### config.mk
export PLATFORM = sky130hd
export DESIGN_NAME = mfx_step_sequencer
export DESIGN_NICKNAME = d
export VERILOG_FILES = /design/src/rtl/mfx_step_sequencer.sv
export SDC_FILE = /design/constraint.sdc
export NUM_CORES = 1
export LEC_CHECK = 0
export ABC_AREA = 0
export CAP_MARGIN = 20
export CORE_ASPECT_RATIO = 0.6
export CORE_MARGIN = 3
export CORE_UTILIZATION = 29
export CTS_CLUSTER_SIZE = 40
export DETAILED_ROUTE_END_ITERATION = 6
export PLACE_DENSITY = 0.76
export SLEW_MARGIN = 25
export SYNTH_ARGS = -nofsm -noshare
export SYNTH_HDL_FRONTEND = slang
export SYNTH_SLANG_ARGS = --single-unit
export TNS_END_PERCENT = 50
### constraint.sdc
create_clock -name clk -period 1.76 [get_ports clk]
set_input_delay 0.176 -clock clk [delete_from_list [all_inputs] [get_ports clk]]
set_output_delay 0.176 -clock clk [all_outputs]
set_load 0.05 [all_outputs]
### src/rtl/mfx_step_sequencer.sv
`default_nettype none
// ============================================================================
//  Module   : mfx_step_sequencer
//  Brief    : Control-step sequencer for the Mini SRC instruction fetch
//             (T0-T2) and the HI/LO move execute step (T3) covering mfhi,
//             mflo, mthi and mtlo. Each T-step is held STEP_CYCLES clocks;
//             the fetch read in T1 waits on mem_ready with an optional
//             timeout.
//  Revision : 1.0 - initial release
// ============================================================================
module mfx_step_sequencer #(
    parameter int         STEP_CYCLES = 2,
    parameter int         MEM_TIMEOUT = 16,
    parameter logic [4:0] OP_MFHI     = 5'b11000,
    parameter logic [4:0] OP_MFLO     = 5'b11001,
    parameter logic [4:0] OP_MTHI     = 5'b10110,
    parameter logic [4:0] OP_MTLO     = 5'b10111
) (
    input  logic        clk,
    input  logic        clr,
    input  logic        start,
    input  logic        mem_ready,
    input  logic [31:0] ir_data,
    output logic        busy,
    output logic        done,
    output logic        illegal,
    output logic        mem_err,
    // T0 strobes
    output logic        PC_out,
    output logic        MAR_in,
    output logic        IncPC,
    output logic        Z_in,
    // T1 strobes
    output logic        Zlow_out,
    output logic        PC_in,
    output logic        Read,
    output logic        MDR_in,
    // T2 strobes
    output logic        MDR_out,
    output logic        IR_in,
    // T3 strobes
    output logic        Gra,
    output logic        Rin,
    output logic        Rout,
    output logic        HI_in,
    output logic        HI_out,
    output logic        LO_in,
    output logic        LO_out
);

    // ------------------------------------------------------------------------
    // Counter sizing: wide enough for both the step hold and the T1 timeout,
    // plus headroom so the saturation value is never a compare target.
    // ------------------------------------------------------------------------
    localparam int c_CNT_MAX = (MEM_TIMEOUT > STEP_CYCLES) ? MEM_TIMEOUT : STEP_CYCLES;
    localparam int c_CNT_W   = $clog2(c_CNT_MAX + 1);

    localparam logic [c_CNT_W-1:0] c_CNT_ONE   = c_CNT_W'(1);
    localparam logic [c_CNT_W-1:0] c_CNT_SAT   = {c_CNT_W{1'b1}};
    localparam logic [c_CNT_W-1:0] c_STEP_LAST = c_CNT_W'(STEP_CYCLES - 1);
    localparam logic [c_CNT_W-1:0] c_TO_LAST   = c_CNT_W'((MEM_TIMEOUT > 0) ? (MEM_TIMEOUT - 1) : 0);
    localparam bit                 c_TO_EN     = (MEM_TIMEOUT > 0);

    typedef enum logic [2:0] {
        S_IDLE = 3'd0,
        S_T0   = 3'd1,
        S_T1   = 3'd2,
        S_T2   = 3'd3,
        S_T3   = 3'd4,
        S_DONE = 3'd5,
        S_ERR  = 3'd6
    } state_t;

    state_t               r_state;
    state_t               w_next_state;
    logic [c_CNT_W-1:0]   r_cnt;
    logic [4:0]           w_opcode;
    logic                 w_step_end;
    logic                 w_unused_ir;

    assign w_opcode    = ir_data[31:27];
    assign w_unused_ir = ^ir_data[26:0];
    assign w_step_end  = (r_cnt == c_STEP_LAST);

    // State register and step counter; counter restarts on every state change
    // and saturates instead of wrapping while a state is held.
    always_ff @(posedge clk) begin
        if (!clr) begin
            r_state <= S_IDLE;
            r_cnt   <= '0;
        end else begin
            r_state <= w_next_state;
            if (w_next_state != r_state) begin
                r_cnt <= '0;
            end else if (r_cnt != c_CNT_SAT) begin
                r_cnt <= r_cnt + c_CNT_ONE;
            end
        end
    end

    // Next-state selection and Moore strobe decode (T3 strobes follow the
    // opcode held in the IR, which is stable because IR_in is low in T3).
    always_comb begin
        w_next_state = r_state;
        busy         = 1'b1;
        done         = 1'b0;
        illegal      = 1'b0;
        mem_err      = 1'b0;
        PC_out       = 1'b0;
        MAR_in       = 1'b0;
        IncPC        = 1'b0;
        Z_in         = 1'b0;
        Zlow_out     = 1'b0;
        PC_in        = 1'b0;
        Read         = 1'b0;
        MDR_in       = 1'b0;
        MDR_out      = 1'b0;
        IR_in        = 1'b0;
        Gra          = 1'b0;
        Rin          = 1'b0;
        Rout         = 1'b0;
        HI_in        = 1'b0;
        HI_out       = 1'b0;
        LO_in        = 1'b0;
        LO_out       = 1'b0;

        case (r_state)
            S_IDLE: begin
                busy = 1'b0;
                if (start) begin
                    w_next_state = S_T0;
                end
            end

            S_T0: begin
                PC_out = 1'b1;
                MAR_in = 1'b1;
                IncPC  = 1'b1;
                Z_in   = 1'b1;
                if (w_step_end) begin
                    w_next_state = S_T1;
                end
            end

            S_T1: begin
                Zlow_out = 1'b1;
                PC_in    = 1'b1;
                Read     = 1'b1;
                MDR_in   = 1'b1;
                // Data-ready wins over the timeout on the same edge.
                if ((r_cnt >= c_STEP_LAST) && mem_ready) begin
                    w_next_state = S_T2;
                end else if (c_TO_EN && (r_cnt == c_TO_LAST) && !mem_ready) begin
                    w_next_state = S_ERR;
                end
            end

            S_T2: begin
                MDR_out = 1'b1;
                IR_in   = 1'b1;
                if (w_step_end) begin
                    w_next_state = S_T3;
                end
            end

            S_T3: begin
                if (w_opcode == OP_MFHI) begin
                    Gra    = 1'b1;
                    Rin    = 1'b1;
                    HI_out = 1'b1;
                    if (w_step_end) w_next_state = S_DONE;
                end else if (w_opcode == OP_MFLO) begin
                    Gra    = 1'b1;
                    Rin    = 1'b1;
                    LO_out = 1'b1;
                    if (w_step_end) w_next_state = S_DONE;
                end else if (w_opcode == OP_MTHI) begin
                    Gra   = 1'b1;
                    Rout  = 1'b1;
                    HI_in = 1'b1;
                    if (w_step_end) w_next_state = S_DONE;
                end else if (w_opcode == OP_MTLO) begin
                    Gra   = 1'b1;
                    Rout  = 1'b1;
                    LO_in = 1'b1;
                    if (w_step_end) w_next_state = S_DONE;
                end else begin
                    // Unsupported opcode: flag it on the first T3 cycle and
                    // abandon the instruction without a done pulse.
                    illegal      = 1'b1;
                    w_next_state = S_IDLE;
                end
            end

            S_DONE: begin
                done         = 1'b1;
                w_next_state = S_IDLE;
            end

            S_ERR: begin
                mem_err      = 1'b1;
                w_next_state = S_IDLE;
            end

            default: begin
                busy         = 1'b0;
                w_next_state = S_IDLE;
            end
        endcase
    end

endmodule
`default_nettype wire

==> metrics.md, run 1 <==
| Metric | Value |
|---|---|
| Status | complete, but fails checks |
| Failing checks | negative setup slack |
| Width of the die | between 60 and 70 um |
| Worst path required time | around 1.6 ns |
| Mapped Avg Cell Area | ~8.1 um^2 |
| Top delay family on crit path | simple AND/OR/NAND/NOR gates |
| Xor and xnor fraction of the mapped netlist area | 0.0512 |
| Number of distinct standard cells referenced by the synthesized netlist | 32 |
| Maximum clock rate | 567 MHz |
| Starting density of the core | 0.338 |
| Power per unit of standard cell area | 596 nW/um^2 |
| CTS sink cnt | 8 |
| Area growth, synth to finish | 104% |
| Synth Area in Compound Gates | 0.130 |
| Critical Path End Type | output port |
| Detailed Route WL | ~2500 um |
| Max_slew headroom | 0.683 |
| Routed length on met3 | about 230 um |
| Max Fanout on Critical Path | 8 |
| Combined global-route utilization of all metal layers | 0.175 |
| Vias in the first global route | approximately 790 |
| Row cnt | 12 |
| Number of vias in the routed layout | around 770 |
| Highest routed layer | met4 |
| Avg WL per Cell | between 15 and 20 um |
| Total I/O pin count | 57 |
| Static Leak | 0.526 nW |
| Startpoint of the lowest-slack register-to-register path | r_cnt[0] |
| Count of final max-slew check failures | 0 |
| First-pass GRT wire length | around 3800 um |
| Total global routing overflow | 0 |
| Worst-margin pin slew | 0.475 ns |
| Core footprint | 2030 um^2 |
| Hold Path Origin | r_state[2] |
| Tmin final | 1.76 ns |
| Initial antenna violation count | 0 |
| Cell-by-cell trace of the critical path | nand2b_1 > nor2_2 > buf_12 |
| H-Tree Depth | 1 |
| Synthesized-area fraction occupied by adder cells | 0.0731 |
| Inserted Clock Buffers | 3 |
| Final count of negative-setup-slack endpoints | 1 |
| Overall power of the completed layout | a little over 0.0008 W |
| Maximum number of pins on one net before global-route repair | 12 |
| Number of synthesized flops with an enable pin | 0 |
| Core Util, Final | 0.688 |
| Setup Skew | around 0.0043 ns |
| Multi-input gate area in the final layout | 568 um^2 |
| DP Wirelength | roughly 1900 um |
| Count of input and output buffers | 29 |
| Worst setup slack after placement | -0.0437 ns |
| Via density | around 5.3 |
| Min-Delay Path Class | reg -> reg |
| Peak VDD IR | just under 0.5 mV |
| Clock-pin slew of the registers on the worst-case setup and hold paths | about 0.04 ns |
| Multiplexer area fraction after synthesis | 0.0329 |
| CTS tree | yes |
| Final critical-path share of the clock period | 1.00 |
| Combinational family with the most area after synthesis | simple AND/OR/NAND/NOR gates |
| Worst path buffer plus inverter count | 1 |
| Remaining routing DRC violations | 0 |
| Length of routed met2 wiring | 1320 um |
| R2r worst-path depth | 5 |
| Die height | between 40 and 50 um |
| Total Negative Setup Slacks | -0.00237 ns |
| First DRT Iteration DRCs | 68 |
| Fill cell instance count of the final layout | about 150 |
| Metal-1 WL | 910 um |
| Path length in cells of the critical path | 3 |
| Nature of the critical path startpoint | flip-flop |
| Antenna Violating Nets Remaining | 0 |
| Number of hold violations in the final report | 0 |
| Hold Worst Slack | ~0.61 ns |
| Register area share after synthesis | 0.234 |
| Depth of the worst hold-timing path | 1 |
| Later-pin clock latency in the skew report | between 0.2 and 0.25 ns |
| Longest individual stage delay on the worst path | about 0.49 ns |
| Count of maximum capacitance violations | 0 |
| Min-Delay Endpoint | r_state[1] |
| Slowest cell on the critical path | dfxtp_1 |
| Area enclosed by the die boundary | about 3000 um^2 |
| Number of storage elements in the synthesis netlist | 8 |
| Synthesized netlist net count | between 100 and 150 |
| Cell area after technology mapping | around 680 um^2 |
| Minimum setup slack in the final design | -0.00237 ns |
| Total inserted antenna cells | 0 |
| Layout cell share with drive strength beyond 1 | 0.552 |
| Number of nets in the final layout | around 160 |
| CTS root buf | clkbuf_8 |
| Primary flip-flop cell chosen by synthesis mapping | dfxtp_1 |
| Post-synth ARST share | 0 |
| Synthesized netlist cell count | 85 |
| Arrival time of data at the critical path endpoint | 1.59 ns |
| Final weighted congestion in routability-driven placement | 0.807 |
| End of the worst register-to-register path | r_cnt[3] |
| Crit Path Class | reg -> out |
| Unrepaired setup endpoints after global routing | true |
| Simple-Gate Fraction of Synth Area | 0.353 |
| Area taken by flip-flops and latches | ~160 um^2 |
| Drt first pass iters | 4 |
| Buffer levels on the longest clock path | 2 |
| Reg2Reg Setup Slack | 0.01 ns |
| Synthesis Warnings | 0 |
==> cell usage in the layout (no fill, tap or decap), types with 3 or more instances in the layout <==
master,instances
nor2_1,8
a21oi_1,3
nand2b_1,3
clkbuf_8,3
dfxtp_2,3
nor2b_4,4
nor3_2,6
inv_1,3
dfxtp_1,5
nand2_1,4
clkdlybuf4s50_1,8
buf_4,8
buf_12,21
==> state kept, by name, indices dropped and copies added (netlist names) <==
| signal | flops |
|---|---|
| r_state | 3 |
| r_cnt | 5 |
==> where the power goes <==
group | leakage, nW | total (W) | internal, W | switching, W
Combinational | 0.438 | 0.000404 | 0.000190 | 0.000214
Clock | 0.0216 | 0.000215 | 0.000148 | 0.0000674
Sequential | 0.0664 | 0.000212 | 0.000195 | 0.0000173
Total | 0.526 | 0.000831 | 0.000532 | 0.000299
==> cells by family (layout without fill, tap and decap cells) <==
family | count (synthesis) | after routing
and+or+nand+nor | 42 | 42
DFF | 8 | 8
adders and majority gates | 4 | 4
xor gates and xnor gates | 4 | 4
buffers and inverters | 14 | 45
AOI/OAI and AO/OA | 11 | 11
muxes | 2 | 2
==> final cells by class <==
cell class | count | share of cell area
Timing Repair Buffer | 38 | 0.410
Tap cell | 28 | 0.0251
Clock buffer | 3 | 0.0296
Inverter | 4 | 0.0108
Multi-Input combinational cell | 63 | 0.407
Sequential cell | 8 | 0.117
==> worst max path at each step <==
stage | start | endpoint
after global placement | r_cnt[1] | r_cnt[2]
after detailed placement | r_cnt[1] | r_cnt[3]
after global routing | r_state[0] | Z_in
after CTS | r_cnt[1] | r_cnt[3]
after floorplan | r_state[2] | mem_err
final | r_state[0] | Z_in
==> metal layers <==
layer,up-vias,GRT usage
met4,0,0.0814
met5,-,0
met3,4,0.0648
met2,42,0.300
met1,366,0.192
li1,353,-
==> through the flow <==
stage	area (um^2)	instances
2_1_floorplan	723	85
3_3_place_gp	1230	138
3_5_place_dp	1230	138
4_1_cts	1320	142
5_1_grt	1400	144
6_report	1400	144
==> synthesized netlist by cell type, types with 3 or more instances <==
cell / count / area [um^2]
nor2_1: 9 / 33.8
dfxtp_1: 8 / 160
nor3_1: 8 / 40.0
buf_4: 7 / 52.6
nor2b_1: 5 / 31.3
a21oi_1: 4 / 20.0
ha_1: 4 / 50.1
inv_1: 4 / 15.0
nand2_1: 4 / 15.0
nand2b_1: 3 / 18.8
==> repair_timing <==
action | CTS | global route
gates resized for setup | 6 | 18
pin swaps | 2 | 4
endpoints found under the setup margin | 6 | 17
buffers inserted | 1 | 2
gates cloned | 0 | 0
hold buffers | 0 | 0
Power figures use the tool's default switching activity.
==> inputs of run 2 (changes only) <==
CELL_PAD_IN_SITES_DETAIL_PLACEMENT = 2   (was not set)
CELL_PAD_IN_SITES_GLOBAL_PLACEMENT = 2   (was not set)
CORE_UTILIZATION = 14   (was 29)
PLACE_DENSITY = not set   (was 0.76)
PLACE_DENSITY_LB_ADDON = 0.1   (was not set)
==> run 2 against run 1 <==
The run now ends clean; fmax is 3.7% higher; die area is 93% higher; via count is 5.6% lower; clock power is 5% higher; global-route usage is 8.0 points lower; critical path depth is 4 higher.
==> metrics.md, run 2 (same netlist as run 1, synthesis figures left out) <==
| Metric | Value |
|---|---|
| Count of placed standard cells in the final layout, fillers left out | 185 |
| Die height | between 60 and 70 um |
| Critical Path End Type | flip-flop |
| R2r worst-path depth | 7 |
| Initial antenna violation count | 0 |
| Core Util, Final | 0.319 |
| Drt first pass iters | 4 |
| Combined global-route utilization of all metal layers | 0.0953 |
| Avg WL per Cell | 14.2 um |
| CTS sink cnt | 8 |
| Largest registers ranked by flip-flop count | r_cnt: 5 flops, r_state: 3 flops |
| Min-Delay Path Class | in -> reg |
| Arrival time of data at the critical path endpoint | about 1.9 ns |
| Max_slew headroom | 0.675 |
| Multi-input gate area in the final layout | 563 um^2 |
| Detailed Route WL | 2620 um |
| Number of instances in the placed design | 180 |
| Row cnt | 19 |
| Nature of the critical path startpoint | flip-flop |
| Total global routing overflow | 0 |
| Total I/O pin count | 57 |
| Area enclosed by the die boundary | 5790 um^2 |
| Starting density of the core | 0.148 |
| DP Wirelength | roughly 2100 um |
| Launching element of the worst setup path | r_cnt[1] |
| Buffer levels on the longest clock path | 2 |
| Number of hold violations in the final report | 0 |
| Max Fanout on Critical Path | 5 |
| Tmin final | ~1.7 ns |
| Antenna Violating Nets Remaining | 0 |
| Final weighted congestion in routability-driven placement | about 0.77 |
| Hold Worst Slack | around 0.62 ns |
| Count of input and output buffers | 29 |
| Flip-flop count of the largest register after layout | 5 |
| Total inserted antenna cells | 0 |
| CTS tree | yes |
| Area taken by flip-flops and latches | roughly 160 um^2 |
| Final critical-path share of the clock period | 0.966 |
| Hold Path Origin | clr |
| Crit Path Class | reg -> reg |
| First DRT Iteration DRCs | 15 |
| Total Negative Setup Slacks | 0 ns |
| Vias in the first global route | slightly below 800 |
| Layout cell share with drive strength beyond 1 | 0.574 |
| Overall power of the completed layout | 0.000839 W |
| Later-pin clock latency in the skew report | 0.23 ns |
| Fill cell instance count of the final layout | approximately 500 |
| Worst path required time | about 1.9 ns |
| First-pass GRT wire length | just over 4000 um |
| Largest register by flop count | r_cnt |
| Number of vias in the routed layout | around 720 |
| Commonest cells after routing, fill and taps aside | buf_12, buf_4, clkdlybuf4s50_1 |
| Area growth, synth to finish | 116% |
| Remaining routing DRC violations | 0 |
| Number of buffers added to fix hold violations after cts | 0 |
| Leading cell type in the layout, fill and taps excluded | buf_12 |
| Unrepaired setup endpoints after global routing | true |
| Count of final max-slew check failures | 0 |
| Power per unit of standard cell area | about 570 nW/um^2 |
| Reg2Reg Setup Slack | around 0.06 ns |
| Status | finished, final reports clean |
| Startpoint of the lowest-slack register-to-register path | r_cnt[1] |
| Final count of negative-setup-slack endpoints | 0 |
| Count of maximum capacitance violations | 0 |
| Clock-pin slew of the registers on the worst-case setup and hold paths | ~0.04 ns |
| Setup Skew | approximately 0.0021 ns |
| Maximum number of pins on one net before global-route repair | 10 |
| Maximum clock rate | between 500 and 600 MHz |
| H-Tree Depth | 1 |
| Core footprint | between 4000 and 5000 um^2 |
| Peak VDD IR | between 0.15 and 0.2 mV |
| Number of nets in the final layout | roughly 160 |
| Inserted Clock Buffers | 3 |
| Via density | around 3.9 |
| Static Leak | around 0.56 nW |
| Worst-margin pin slew | 0.480 ns |
| Width of the die | 96.3 um |
| Depth of the worst hold-timing path | 2 |
| CTS root buf | clkbuf_8 |
## run 2: worst paths after layout
| check | end |
|---|---|
| max | r_cnt[2] |
| min | r_state[2] |
| max reg2reg | r_cnt[2] |
| min reg2reg | r_cnt[2] |
## run 2: where the power goes
group	total (W)	switching (W)	internal [W]
clock	0.000226	0.0000776	0.000149
combinational	0.000404	0.000212	0.000192
sequential	0.000209	0.0000149	0.000195
## run 2: per-layer routing
metal | up-vias | track usage | part of all wire
met5 | - | 0 | 0
met4 | 0 | 0.0243 | 0
met3 | 0 | 0.0302 | 0.050
met2 | 17 | 0.141 | 0.46
met1 | 342 | 0.133 | 0.49
li1 | 363 | - | -
## run 2: repair_timing
action                     4_1_cts  5_1_grt
buffers inserted                 2        0
setup endpoints to repair        8       15
hold endpoints to repair         0        0
resized for setup               12       11
pin swaps                        6        4
## run 2: through the flow
step           worst slack [ns]  cell area [um^2]
2_1_floorplan            -0.180               723
3_3_place_gp            -0.0101              1330
3_5_place_dp           -0.00719              1330
4_1_cts                -0.00568              1430
5_1_grt                 -0.0484              1480
6_report                 0.0605              1480
## run 2: layout make-up
class,instances,share of cell area
repair buffers,44,0.417
multi-input cells,63,0.381
flip-flops and latches,8,0.110
well taps,63,0.0533
clock buffers,3,0.0279
inverters,4,0.0102
## run 2: critical path, cell delays in order (launching register included)
cell and delay (ns):
dfxtp_2 0.33, inv_2 0.04, ha_4 0.15, or4b_4 0.50, o211ai_2 0.19, o311ai_2 0.12
buf_4 0.18, nor3_2 0.11
